File: src/rtl/ddr2_arbiter_pkg.sv
// Shared DDR2 command encodings, default geometry and arbiter state encoding.
// Pure declarations; no logic and no timing of its own.
package ddr2_arbiter_pkg;

    localparam int DDR2_BA_BITS   = 3;
    localparam int DDR2_ADDR_BITS = 14;
    localparam int DDR2_TCK_PS    = 2500;
    localparam int DDR2_TREFI_NS  = 7800;
    localparam int DDR2_TREFI_CYC = DDR2_TREFI_NS * 1000 / DDR2_TCK_PS;
    localparam int DDR2_MAX_PEND  = 8;

    // {cs_n, ras_n, cas_n, we_n}
    typedef logic [3:0] cmd_t;
    localparam cmd_t CMD_NOP  = 4'b0111;
    localparam cmd_t CMD_PRE  = 4'b0010;
    localparam cmd_t CMD_AREF = 4'b0001;
    localparam cmd_t CMD_LM   = 4'b0000;
    localparam cmd_t CMD_ACT  = 4'b0011;
    localparam cmd_t CMD_WR   = 4'b0100;
    localparam cmd_t CMD_RD   = 4'b0101;

    typedef enum logic [2:0] {
        ST_INIT  = 3'd0,
        ST_IDLE  = 3'd1,
        ST_AREF  = 3'd2,
        ST_WRITE = 3'd3,
        ST_READ  = 3'd4
    } arb_state_e;

endpackage

File: src/rtl/ddr2_ref_timer.sv
// tREFI interval timer plus postponed-refresh counter with sticky saturation flag.
// Pending count updates one cycle after expiry/aref_end; no backpressure, aref_end is a pulse.
module ddr2_ref_timer #(
    parameter int TREFI_CYC = 3120,
    parameter int MAX_PEND  = 8
) (
    input  logic ck,
    input  logic rst_n,
    input  logic en_i,
    input  logic aref_end_i,
    output logic ref_pending_o,
    output logic ref_overflow_o
);

    localparam int TW = $clog2(TREFI_CYC);
    localparam int PW = $clog2(MAX_PEND) + 1;

    logic [TW-1:0] timer_q, timer_d;
    logic [PW-1:0] pend_q, pend_d;
    logic          ovf_q, ovf_d;
    logic          expiry;

    assign expiry = en_i && (timer_q == TW'(TREFI_CYC - 1));

    always_comb begin
        timer_d = timer_q;
        if (en_i) begin
            timer_d = expiry ? '0 : timer_q + TW'(1);
        end
    end

    // Simultaneous expiry and completion cancel out; a lost refresh only latches overflow.
    always_comb begin
        pend_d = pend_q;
        ovf_d  = ovf_q;
        if (expiry && !aref_end_i) begin
            if (pend_q == PW'(MAX_PEND)) begin
                ovf_d = 1'b1;
            end else begin
                pend_d = pend_q + PW'(1);
            end
        end else if (aref_end_i && !expiry && (pend_q != '0)) begin
            pend_d = pend_q - PW'(1);
        end
    end

    always_ff @(posedge ck or negedge rst_n) begin
        if (!rst_n) begin
            timer_q <= '0;
            pend_q  <= '0;
            ovf_q   <= 1'b0;
        end else begin
            timer_q <= timer_d;
            pend_q  <= pend_d;
            ovf_q   <= ovf_d;
        end
    end

    assign ref_pending_o  = (pend_q != '0);
    assign ref_overflow_o = ovf_q;

endmodule

File: src/rtl/ddr2_arbiter.sv
// DDR2 command-bus owner: init pass-through, then refresh > write/read round-robin grants.
// Bus registered one cycle after the owning source; grants held until the owner's *_end pulse.
module ddr2_arbiter
    import ddr2_arbiter_pkg::*;
#(
    parameter int BA_BITS   = DDR2_BA_BITS,
    parameter int ADDR_BITS = DDR2_ADDR_BITS,
    parameter int TREFI_CYC = DDR2_TREFI_CYC,
    parameter int MAX_PEND  = DDR2_MAX_PEND
) (
    input  logic                 ck,
    input  logic                 rst_n,
    input  logic                 init_end,
    input  logic                 init_cke,
    input  logic [BA_BITS-1:0]   init_ba,
    input  logic [3:0]           init_cmd,
    input  logic [ADDR_BITS-1:0] init_addr,
    output logic                 aref_en,
    input  logic                 aref_end,
    input  logic [3:0]           aref_cmd,
    input  logic [BA_BITS-1:0]   aref_ba,
    input  logic [ADDR_BITS-1:0] aref_addr,
    input  logic                 wr_req,
    output logic                 wr_en,
    input  logic                 wr_end,
    input  logic [3:0]           wr_cmd,
    input  logic [BA_BITS-1:0]   wr_ba,
    input  logic [ADDR_BITS-1:0] wr_addr,
    input  logic                 rd_req,
    output logic                 rd_en,
    input  logic                 rd_end,
    input  logic [3:0]           rd_cmd,
    input  logic [BA_BITS-1:0]   rd_ba,
    input  logic [ADDR_BITS-1:0] rd_addr,
    output logic                 ddr2_cke,
    output logic [3:0]           ddr2_cmd,
    output logic [BA_BITS-1:0]   ddr2_ba,
    output logic [ADDR_BITS-1:0] ddr2_addr,
    output logic                 ref_overflow
);

    arb_state_e           state_q, state_d;
    logic                 last_wr_q, last_wr_d;
    logic                 ref_pending;
    logic                 cke_d;
    logic [3:0]           cmd_d;
    logic [BA_BITS-1:0]   ba_d;
    logic [ADDR_BITS-1:0] addr_d;

    ddr2_ref_timer #(
        .TREFI_CYC (TREFI_CYC),
        .MAX_PEND  (MAX_PEND)
    ) u_ref_timer (
        .ck             (ck),
        .rst_n          (rst_n),
        .en_i           (state_q != ST_INIT),
        .aref_end_i     (aref_end && (state_q == ST_AREF)),
        .ref_pending_o  (ref_pending),
        .ref_overflow_o (ref_overflow)
    );

    always_ff @(posedge ck or negedge rst_n) begin
        if (!rst_n) begin
            state_q   <= ST_INIT;
            last_wr_q <= 1'b0;
        end else begin
            state_q   <= state_d;
            last_wr_q <= last_wr_d;
        end
    end

    always_comb begin
        state_d   = state_q;
        last_wr_d = last_wr_q;
        case (state_q)
            ST_INIT: begin
                if (init_end) state_d = ST_IDLE;
            end
            ST_IDLE: begin
                if (ref_pending) begin
                    state_d = ST_AREF;
                end else if (wr_req && rd_req) begin
                    state_d = last_wr_q ? ST_READ : ST_WRITE;
                end else if (wr_req) begin
                    state_d = ST_WRITE;
                end else if (rd_req) begin
                    state_d = ST_READ;
                end
            end
            ST_AREF: begin
                if (aref_end) state_d = ST_IDLE;
            end
            ST_WRITE: begin
                if (wr_end) begin
                    state_d   = ST_IDLE;
                    last_wr_d = 1'b1;
                end
            end
            ST_READ: begin
                if (rd_end) begin
                    state_d   = ST_IDLE;
                    last_wr_d = 1'b0;
                end
            end
            default: state_d = ST_INIT;
        endcase
    end

    always_comb begin
        aref_en = 1'b0;
        wr_en   = 1'b0;
        rd_en   = 1'b0;
        cke_d   = 1'b1;
        cmd_d   = CMD_NOP;
        ba_d    = '0;
        addr_d  = '0;
        case (state_q)
            ST_INIT: begin
                cke_d  = init_cke;
                cmd_d  = init_cmd;
                ba_d   = init_ba;
                addr_d = init_addr;
            end
            ST_AREF: begin
                aref_en = 1'b1;
                cmd_d   = aref_cmd;
                ba_d    = aref_ba;
                addr_d  = aref_addr;
            end
            ST_WRITE: begin
                wr_en  = 1'b1;
                cmd_d  = wr_cmd;
                ba_d   = wr_ba;
                addr_d = wr_addr;
            end
            ST_READ: begin
                rd_en  = 1'b1;
                cmd_d  = rd_cmd;
                ba_d   = rd_ba;
                addr_d = rd_addr;
            end
            default: ;
        endcase
    end

    always_ff @(posedge ck or negedge rst_n) begin
        if (!rst_n) begin
            ddr2_cke  <= 1'b0;
            ddr2_cmd  <= CMD_NOP;
            ddr2_ba   <= '0;
            ddr2_addr <= '0;
        end else begin
            ddr2_cke  <= cke_d;
            ddr2_cmd  <= cmd_d;
            ddr2_ba   <= ba_d;
            ddr2_addr <= addr_d;
        end
    end

endmodule

File: config.mk
export PLATFORM = sky130hd
export DESIGN_NAME = ddr2_arbiter
export DESIGN_NICKNAME = d
export VERILOG_FILES = /design/src/rtl/ddr2_arbiter_pkg.sv /design/src/rtl/ddr2_ref_timer.sv /design/src/rtl/ddr2_arbiter.sv
export SDC_FILE = /design/constraint.sdc
export NUM_CORES = 1
export LEC_CHECK = 0
export CORE_MARGIN = 4
export CORE_UTILIZATION = 39
export DETAILED_ROUTE_END_ITERATION = 16
export GPL_ROUTABILITY_DRIVEN = 0
export PLACE_DENSITY = 0.86
export SLEW_MARGIN = 5
export SYNTH_ARGS = -nofsm -noshare
export SYNTH_HDL_FRONTEND = slang
export SYNTH_SLANG_ARGS = --single-unit
File: constraint.sdc
create_clock -name ck -period 3.6 [get_ports ck]
set_input_delay 0.72 -clock ck [delete_from_list [all_inputs] [get_ports ck]]
set_output_delay 0.72 -clock ck [all_outputs]
set_load 0.03 [all_outputs]
**After elaboration in Yosys (flattened, before gate mapping)**

Index checks and enable logic that the tools add are counted.

- Output and inout bits: 26
- Register bits after elaboration: 43
- Input bits: 93

- Mux-type cells: 24
- Reductions and logical operators: 17
- $add $sub $neg: 3
- Equality and inequality tests: 12

Operator list:

| kind | number |
|---|---|
| 14-bit one-hot mux with 4 select lines | 1 |
| 3-bit 2-to-1 mux | 9 |
| 4-bit one-hot mux with 4 select lines | 1 |
| 3-bit one-hot mux with 5 select lines | 1 |
| 12-bit by 1-bit adder with 12-bit output, second input constant | 1 |
| 12-bit == test, second input constant | 1 |
| 12-bit 2-to-1 mux | 1 |
| 4-bit 2-to-1 mux | 3 |
| 3-bit one-hot mux with 4 select lines | 1 |
| 2-bit inequality test, second input constant | 5 |
| 3-bit by 2-bit == test with 1-bit output, second input constant | 2 |
| 1-bit logical AND | 6 |
| 1-bit 2-to-1 mux | 6 |
| 5-bit inequality test, second input constant | 1 |
| 5-bit AND reduction | 1 |
| 4-bit by 1-bit adder with 4-bit output, second input constant | 1 |
| 4-bit == test, second input constant | 1 |
| 2-bit AND reduction | 2 |
| 2-bit nonzero test | 2 |
| 4-bit nonzero test | 1 |
| 4-bit by 1-bit subtractor with 4-bit output, second input constant | 1 |
| 3-bit by 1-bit == test with 1-bit output, second input constant | 1 |
| 3-bit == test, second input constant | 1 |
| 3-bit logical NOT | 1 |
| other kinds (4) | 5 |

**Depth between registers and ports, before layout**

- Depth in word-level cells: 7
- Depth in mapped cells: 10
- Gate-level depth less buffers: 10

**By module**

A second synthesis with hierarchy kept.

- Cells, all modules: 222
- Area, all modules: 2316.0 µm²

By module, submodules not included:

| module | area each (µm²) | cells an instance | instances |
|---|---|---|---|
| ddr2_arbiter | 1353.8 | 128 | 1 |
| ddr2_ref_timer | 962.2 | 94 | 1 |

**Worst setup path after synthesis**

Ideal clock, no wire load.

- Path kind: register -> register
- Start point: register u_ref_timer.timer_q[6]
- End point: register u_ref_timer.pend_q[3]
- Period minus slack after synthesis: 2.522 ns
- Path buffers: 0
- Stages on the path, launching flop included: 10
- Library setup time: 0.077 ns
- Data arrival time: 2.445 ns
- Required time: 3.523 ns
- Slack: 1.078 ns
- Path through: dfrtp_1 -> or4b_4 -> nor4_4 -> nand2_2 -> ha_1 -> a21o_1 -> a21oi_1 -> nor4b_1 -> a211oi_1 -> a21oi_1

- Longest elaborated chain between the ends: 7
- Elaborated cells on any way between the ends: 10

Ends and longest elaborated chain:

| item | RTL line | RTL |
|---|---|---|
| from (decl) | ddr2_ref_timer.sv:18 | `logic [TW-1:0] timer_q, timer_d;` |
| from (signal assigned) | ddr2_ref_timer.sv:53 | `timer_q <= timer_d;` |
| 12-bit == test (*) | ddr2_ref_timer.sv:23 | `assign expiry = en_i && (timer_q == TW'(TREFI_CYC - 1));` |
| 1-bit logical AND (*) | ddr2_ref_timer.sv:23 |  |
| 1-bit logical NOT | ddr2_ref_timer.sv:42 | `end else if (aref_end_i && !expiry && (pend_q != '0)) begin` |
| 1-bit logical AND (2 in series) | ddr2_ref_timer.sv:42 |  |
| 2-bit nonzero test (no line) | n/a |  |
| 2-bit AND reduction (no line) | n/a |  |
| to (signal assigned) | ddr2_ref_timer.sv:54 | `pend_q <= pend_d;` |
| to (decl) | ddr2_ref_timer.sv:19 | `logic [PW-1:0] pend_q, pend_d;` |

Mark *: on every way between the ends. The rest lies on a longest branch, timed or not.
A chain may end at the register's enable or synchronous reset.

**Worst setup path after layout**

- Start point: register state_q[1]
- End point: output wr_en

- Longest elaborated chain between the ends: 2

Ends and longest elaborated chain:

| item | RTL line | RTL |
|---|---|---|
| from (decl) | ddr2_arbiter.sv:42 | `arb_state_e state_q, state_d;` |
| from (signal assigned) | ddr2_arbiter.sv:67 | `state_q <= state_d;` |
| 3-bit by 2-bit == test with 1-bit output | ddr2_arbiter.sv:117 | `case (state_q)` |
| 1-bit 2-to-1 mux | ddr2_arbiter.sv:117 |  |
| to (decl) | ddr2_arbiter.sv:24 | `output logic wr_en,` |

Every way passes these cells.

==> impl_summary.log <==
INFO  metric rr_worst_depth = 9
INFO  metric yosys.area.top_type_share = ~45%
INFO  metric vdd_ir_drop_max = 0.368 mV
INFO  metric worst_hold_end = u_ref_timer.ref_overflow_o$_DFFE_PN0P_
INFO  metric async_flop_share = 100%
INFO  metric share_clk_of_total_power = approximately 17%
INFO  metric pins_over_slew_limit = 0
INFO  metric dp.final_hpwl = ~5.2 mm
INFO  metric flow.area_growth_from_synthesis = 62.3%
INFO  metric report.final.setup_viol = 0
INFO  metric numClockSinks = 43
INFO  metric finalPower = between 2 and 3 mW
INFO  metric antenna_found_initial = 0
INFO  metric netlist_instances = about 210
INFO  metric synthesis.area_per_instance = around 11 um2
INFO  metric numCtsBuffers = 5
INFO  metric cts_resized = 0
INFO  metric ys.flop_type = dfrtp_1
INFO  metric worstPathMaxFanout = 13
INFO  metric finalCriticalPeriod = slightly below 3 ns
INFO  metric timing.final.hold_violations = 0
INFO  metric p_sw = roughly 1.1 mW
INFO  metric setup_total_negative_slack = 0 ns
INFO  metric synth-edff-count = 0
INFO  metric io_buffers = ~120
INFO  metric drt_iter0_markers = 158
INFO  metric cap_violations = 0
INFO  metric route.detailed.wl_per_inst = 17.0 um
INFO  metric worst_clock_skew = 0.00219 ns
INFO  metric synth_area_leader_cell = dfrtp_1
INFO  metric cp.required = ~2.9 ns
INFO  metric synth_area = about 2200 um2
INFO  metric synth_area_leaders = dfrtp_1 (45%), a221o_1 (8.0%), a22o_1 (7.0%), dfstp_2 (3.5%), a21oi_1 (3.4%)
INFO  metric floorplan.core_area = between 5000 and 6000 um2
INFO  metric tightestPinTransition = 0.948 ns
INFO  metric grt_overflow = 0
INFO  metric pin_count = 119
INFO  metric hold_path.startpoint = u_ref_timer.ref_overflow_o$_DFFE_PN0P_
INFO  metric hold_path.class = flop to flop
INFO  metric worstSetupEndpointType = primary output
INFO  metric regToRegEndpoint = u_ref_timer.pend_q[3]$_DFFE_PN0P_
INFO  metric first_pass_grt_wire_length = between 10 and 15 mm
INFO  metric detail-route-antenna-nets = 0
INFO  metric status = finished clean
INFO  metric finalNetCount = roughly 420
INFO  metric totalWireLength = 6.78 mm
INFO  metric comb_power_share = ~52%
INFO  metric postCtsSetupBuffers = 0
INFO  metric initial_utilization = ~40%
INFO  metric first_global_vias = around 2200
INFO  metric die_height = ~84 um
INFO  metric insertion_delay_of_the_later_clocked_pin_in_the_worst_skew_pair = 0.29 ns
INFO  metric post_route_cells_drive_above_1_share = under 10%
INFO  metric setup.worst_path.start_class = flop
INFO  metric n_fill_cell = approximately 460
INFO  metric critPathArrivalTime = 2.21 ns
INFO  metric final_min_period_over_clock_period = 81.4%
INFO  metric maximum_clock_insertion_buffer_count = 2
INFO  metric slew_headroom = approximately 37%
INFO  metric ys_seq_area_share = between 40% and 50%
INFO  metric post_synthesis_net_count = 305
INFO  metric hold_path_depth = 1
INFO  metric power.internal = approximately 1.6 mW
INFO  metric clk_root_buffer_cell = clkbuf_8
INFO  metric placement_rows = 27
INFO  metric num_vias = about 2200
INFO  metric avgViaCountPerCell = between 5 and 6
INFO  metric cts_tree = built
INFO  metric die_area = roughly 7000 um2
INFO  metric synth_cell_types = 44
INFO  metric worstReg2RegStart = state_q[1]$_DFFE_PN0P_
INFO  metric rsz_0062_raised_after_global_routing = no
INFO  metric pre_repair_dr_iteration_count = 4
INFO  metric grt_start_max_net_pins = between 40 and 50
INFO  metric ys_ff_latch = between 40 and 50
INFO  metric path_class = flop to primary output
INFO  metric pwr_density_cell = 742 nW/um2
INFO  metric timing.fmax = about 340 MHz
INFO  metric ff2ff_setup_slack = approximately 0.95 ns
INFO  metric holdBufCountCts = 0
INFO  metric p_sw_share = around two fifths
INFO  metric grt_util_all_layers = 19.3%
INFO  metric n_antenna_cell = 0
INFO  metric share_of_power_burned_in_registers = a little under a third
INFO  metric drcViolationCount = 0
INFO  metric synth_warnings = 0
INFO  metric cts_max_level = 2
INFO  metric total_leakage_power = roughly 1.5 nW
INFO  metric worst_setup_hold_path_clk_slew = 0.08 ns
INFO  metric die-width = 83.8 um
cell usage in the layout (no fill, tap or decap), types with 6 or more instances in the layout:
master	count
clkdlybuf4s50_1	117
dfrtp_1	40
nand2_1	11
a221o_1	18
xnor2_1	6
nor2_1	11
a21oi_1	15
a22o_1	18
cell type report:
cell class                 instances  area (um2)  area share, %
clock buffer                       5        68.8           1.89
clock inverter                     3        67.6           1.86
inverter                           5        18.8          0.516
multi-input combinational        148        1100           30.2
sequential                        43        1080           29.7
tap                               72        90.1           2.48
timing repair buffer             123        1210           33.4
registers in the layout, summed over array words and instances, names as in the netlist:
name	cells
ddr2_ba	3
last_wr_q	1
ddr2_addr	14
ddr2_cmd	4
ddr2_cke	1
state_q	3
u_ref_timer.ref_overflow_o	1
u_ref_timer.timer_q	12
u_ref_timer.pend_q	4
worst max-delay path, cell delays in order (launching register included):
cell and delay (ns):
dfrtp_1 0.60, nor2b_1 0.31, nand2_1 0.16, inv_1 0.11, clkdlybuf4s50_1 0.74
power by group through the flow:
stage | Combinational, mW | Clock [mW] | Sequential (mW)
after floorplan | 0.717 | 0 | 1.01
after global placement | 1.38 | 0 | 0.844
after detailed placement | 1.42 | 0 | 0.850
after CTS | 1.42 | 0.452 | 0.842
after global routing | 1.52 | 0.472 | 0.872
final | 1.41 | 0.446 | 0.844
routing by layer:
metal | GRT usage, % | share of wire (%)
met1 | 24.5 | 42
met2 | 33.4 | 50
met3 | 3.36 | 6.4
met4 | 6.14 | 1.5
met5 | 0 | 0
through the flow:
stage / hold slack [ns] / utilization, % / setup slack [ns] / cells / cell area, um2
finish: 0.487 / 65.6 / 0.669 / 399 / 3640
global route: 0.499 / 65.6 / 0.438 / 399 / 3640
CTS: 0.499 / 65.6 / 0.676 / 399 / 3640
detailed placement: 0.480 / 63.2 / 0.721 / 391 / 3500
global placement: 0.482 / 63.2 / 0.794 / 391 / 3500
floorplan: 0.424 / - / 1.08 / 208 / 2240
logic make-up after synthesis:
family          after synthesis  share of synthesized area [%]
flops                        43                           48.2
mux                           3                           1.34
buf+inv                      17                           3.07
simple gates                 57                           15.0
xor+xnor                     11                           4.30
fa+ha+maj                     4                           2.57
compound gates               73                           25.5
synth_stat cells, drive strengths merged (4+ instances only):
master and number:
dfrtp 40, a221o 18, a22o 18, a21oi 15, nand2 12, nor2 11
clkbuf 8, o21ai 6, xnor2 6, inv 5, nor3 5, xor2 5
a211oi 4, buf 4, nand3 4, nor2b 4
worst max path at each step:
stage	end	startpoint
4_1_cts	wr_en	state_q[1]$_DFFE_PN0P_
6_report	wr_en	state_q[1]$_DFFE_PN0P_
2_1_floorplan	u_ref_timer.pend_q[3]$_DFFE_PN0P_	u_ref_timer.timer_q[6]$_DFFE_PN0P_
3_5_place_dp	u_ref_timer.pend_q[3]$_DFFE_PN0P_	aref_end
5_1_grt	wr_en	state_q[1]$_DFFE_PN0P_
3_3_place_gp	u_ref_timer.pend_q[3]$_DFFE_PN0P_	aref_end
(Power assumes the default switching activity.)
==> variant (same settings) <==
One comparison of `timer_q` changes from == to >=.
--- a/src/rtl/ddr2_ref_timer.sv
+++ b/src/rtl/ddr2_ref_timer.sv
@@ -20,7 +20,7 @@
     logic          ovf_q, ovf_d;
     logic          expiry;
 
-    assign expiry = en_i && (timer_q == TW'(TREFI_CYC - 1));
+    assign expiry = en_i && (timer_q >= TW'(TREFI_CYC - 1));
 
     always_comb begin
         timer_d = timer_q;
Check against the original RTL: no difference found for any inputs over 10 cycles, from zero or initial values and one cycle with rst_n low; that may be too few to reach the edited logic, so the function may still have changed.
==> variant against the unedited design <==
- worst setup slack worse by 0.17 ns
- fmax down 5.5%
- routed wire length up 7.7%
- worst hold slack worse by 0.0082 ns
- cell area up 3.3%
- clock skew up 0.0080 ns
- synthesized area up 6.5%
- power down 2.4%
- sequential cell count unchanged
- critical endpoint unchanged
- largest power group unchanged
==> variant: results <==
cells_and_area:
  drive_gt1_frac: 0.0877
  final_nets: 438
  fillers: 478
yosys:
  synth_fp_nets: 320
  ys_seq_area_frac: 0.453
  synth-edff-count: 0
  synthTopCellsByCount: "40 x dfrtp_1, 19 x a22o_1, 18 x a221o_1, 15 x nand2_1, 14 x nor2_1"
  synthTopCellsByArea: "dfrtp_1 42%, a221o_1 7.6%, a22o_1 7.0%, mux2i_1 3.4%, dfstp_2 3.3%"
  synthDistinctLibCells: 47
routing:
  viasPerCell: 5.59
  drt_first_pass_iters: 4
  drtIter0Drc: 139
  wl_per_cell_um: 17.5
global_routing:
  grt_pass1_wl_um: 11300
  grt_util_met3: 0.0428
  grt_max_degree: 44
  grt_pass1_vias: 2257
  grtUsageMet2: 0.327
  met1_usage: 0.250
  track_usage: 0.190
placed_design:
  place_hpwl_um: 5480
  post-place-ws_ns: 0.666
worst_hold_path:
  hold_path_depth: 1
timing:
  relSlewSlack: 0.360
  clock_skew_ns: 0.0102
setup_path:
  ff2ff_setup_slack_ns: 0.71
  rr_worst_depth: 10
  crit_fanout: 20
  max_stage_delay_ns: 0.81
  arrival_ns: 2.38
  rr_startpoint: "u_ref_timer.timer_q[0]"
outcome:
  status: "completed"
clocking:
  root_buffer: "clkbuf_8"
  postCtsSetupBuffers: 0
power_and_ir_drop:
  p_leak_uw: 0.00153
  power.switching_uw: 1090
  ir_drop_mv: 0.410
[variant: cell count changes after synthesis, sizes merged, moves of 3 or more]
| cell | before | now |
|---|---|---|
| o2bb2ai | 0 | 3 |
| a211oi | 4 | 0 |
| xor2 | 5 | 1 |
| nor3 | 5 | 9 |
| a32oi | 0 | 4 |
| o22a | 3 | 0 |
| clkbuf | 8 | 4 |
| mux2i | 3 | 8 |
| nand2 | 12 | 15 |
| a21oi | 15 | 8 |
| buf | 4 | 12 |
| nor2b | 4 | 1 |
| nor2 | 11 | 14 |
[variant: cell families after synthesis]
| group | share of synthesized area |
|---|---|
| compound gates | 0.250 |
| xor+xnor | 0.0331 |
| mux | 0.0525 |
| simple gates | 0.146 |
| flops | 0.453 |
| buf+inv | 0.0414 |
| fa+ha+maj | 0.0241 |
[variant: how the worst max path moves through the flow]
stage                     cells past startpoint  slack [ns]                    end                   start
after floorplan                              10        0.73  u_ref_timer.pend_q[3]  u_ref_timer.timer_q[0]
after global placement                        9        0.72  u_ref_timer.pend_q[3]                aref_end
after detailed placement                      9        0.67  u_ref_timer.pend_q[3]                aref_end
after CTS                                     3        0.51                  wr_en              state_q[2]
after global routing                          3        0.37                  wr_en              state_q[2]
final                                         3        0.50                  wr_en              state_q[2]
[variant: power by group through the flow]
stage / Combinational [uW] / Sequential, uW / Clock (uW)
floorplan: 760 / 1010 / 0
global placement: 1470 / 796 / 0
detailed placement: 1500 / 805 / 0
CTS: 1500 / 797 / 344
global route: 1610 / 820 / 364
finish: 1500 / 797 / 343
[variant: cell type report]
type | count | area (um2) | share of cell area
clock buffers | 7 | 96.3 | 0.0256
clock inverters | 1 | 7.51 | 0.00200
inverters | 5 | 18.8 | 0.00500
multi-input cells | 159 | 1220 | 0.324
flip-flops and latches | 43 | 1080 | 0.287
well taps | 75 | 93.8 | 0.0250
repair buffers | 127 | 1240 | 0.331
[variant: metrics by stage]
stage	power, uW	util	hold WS [ns]	instance area (um2)	std cells
CTS	2650	0.634	0.485	3760	417
finish	2640	0.634	0.478	3760	417
floorplan	1770	-	0.424	2380	223
global placement	2260	0.617	0.462	3650	409
global route	2800	0.634	0.526	3760	417
detailed placement	2300	0.617	0.462	3650	409
[variant: critical path, delay by kind of cell (launching register included)]
kind	cells	cell delay (ns)
DFF	1	0.38
buffers and inverters	2	0.98
and+or+nand+nor	1	0.72
[variant: per-layer routing]
layer / part of all wire / up-vias / wire length, um
li1: - / 1104 / -
met5: 0 / - / 0
met2: 0.50 / 94 / 3650
met4: 0.0099 / 0 / 72
met1: 0.41 / 1126 / 3020
met3: 0.077 / 9 / 560
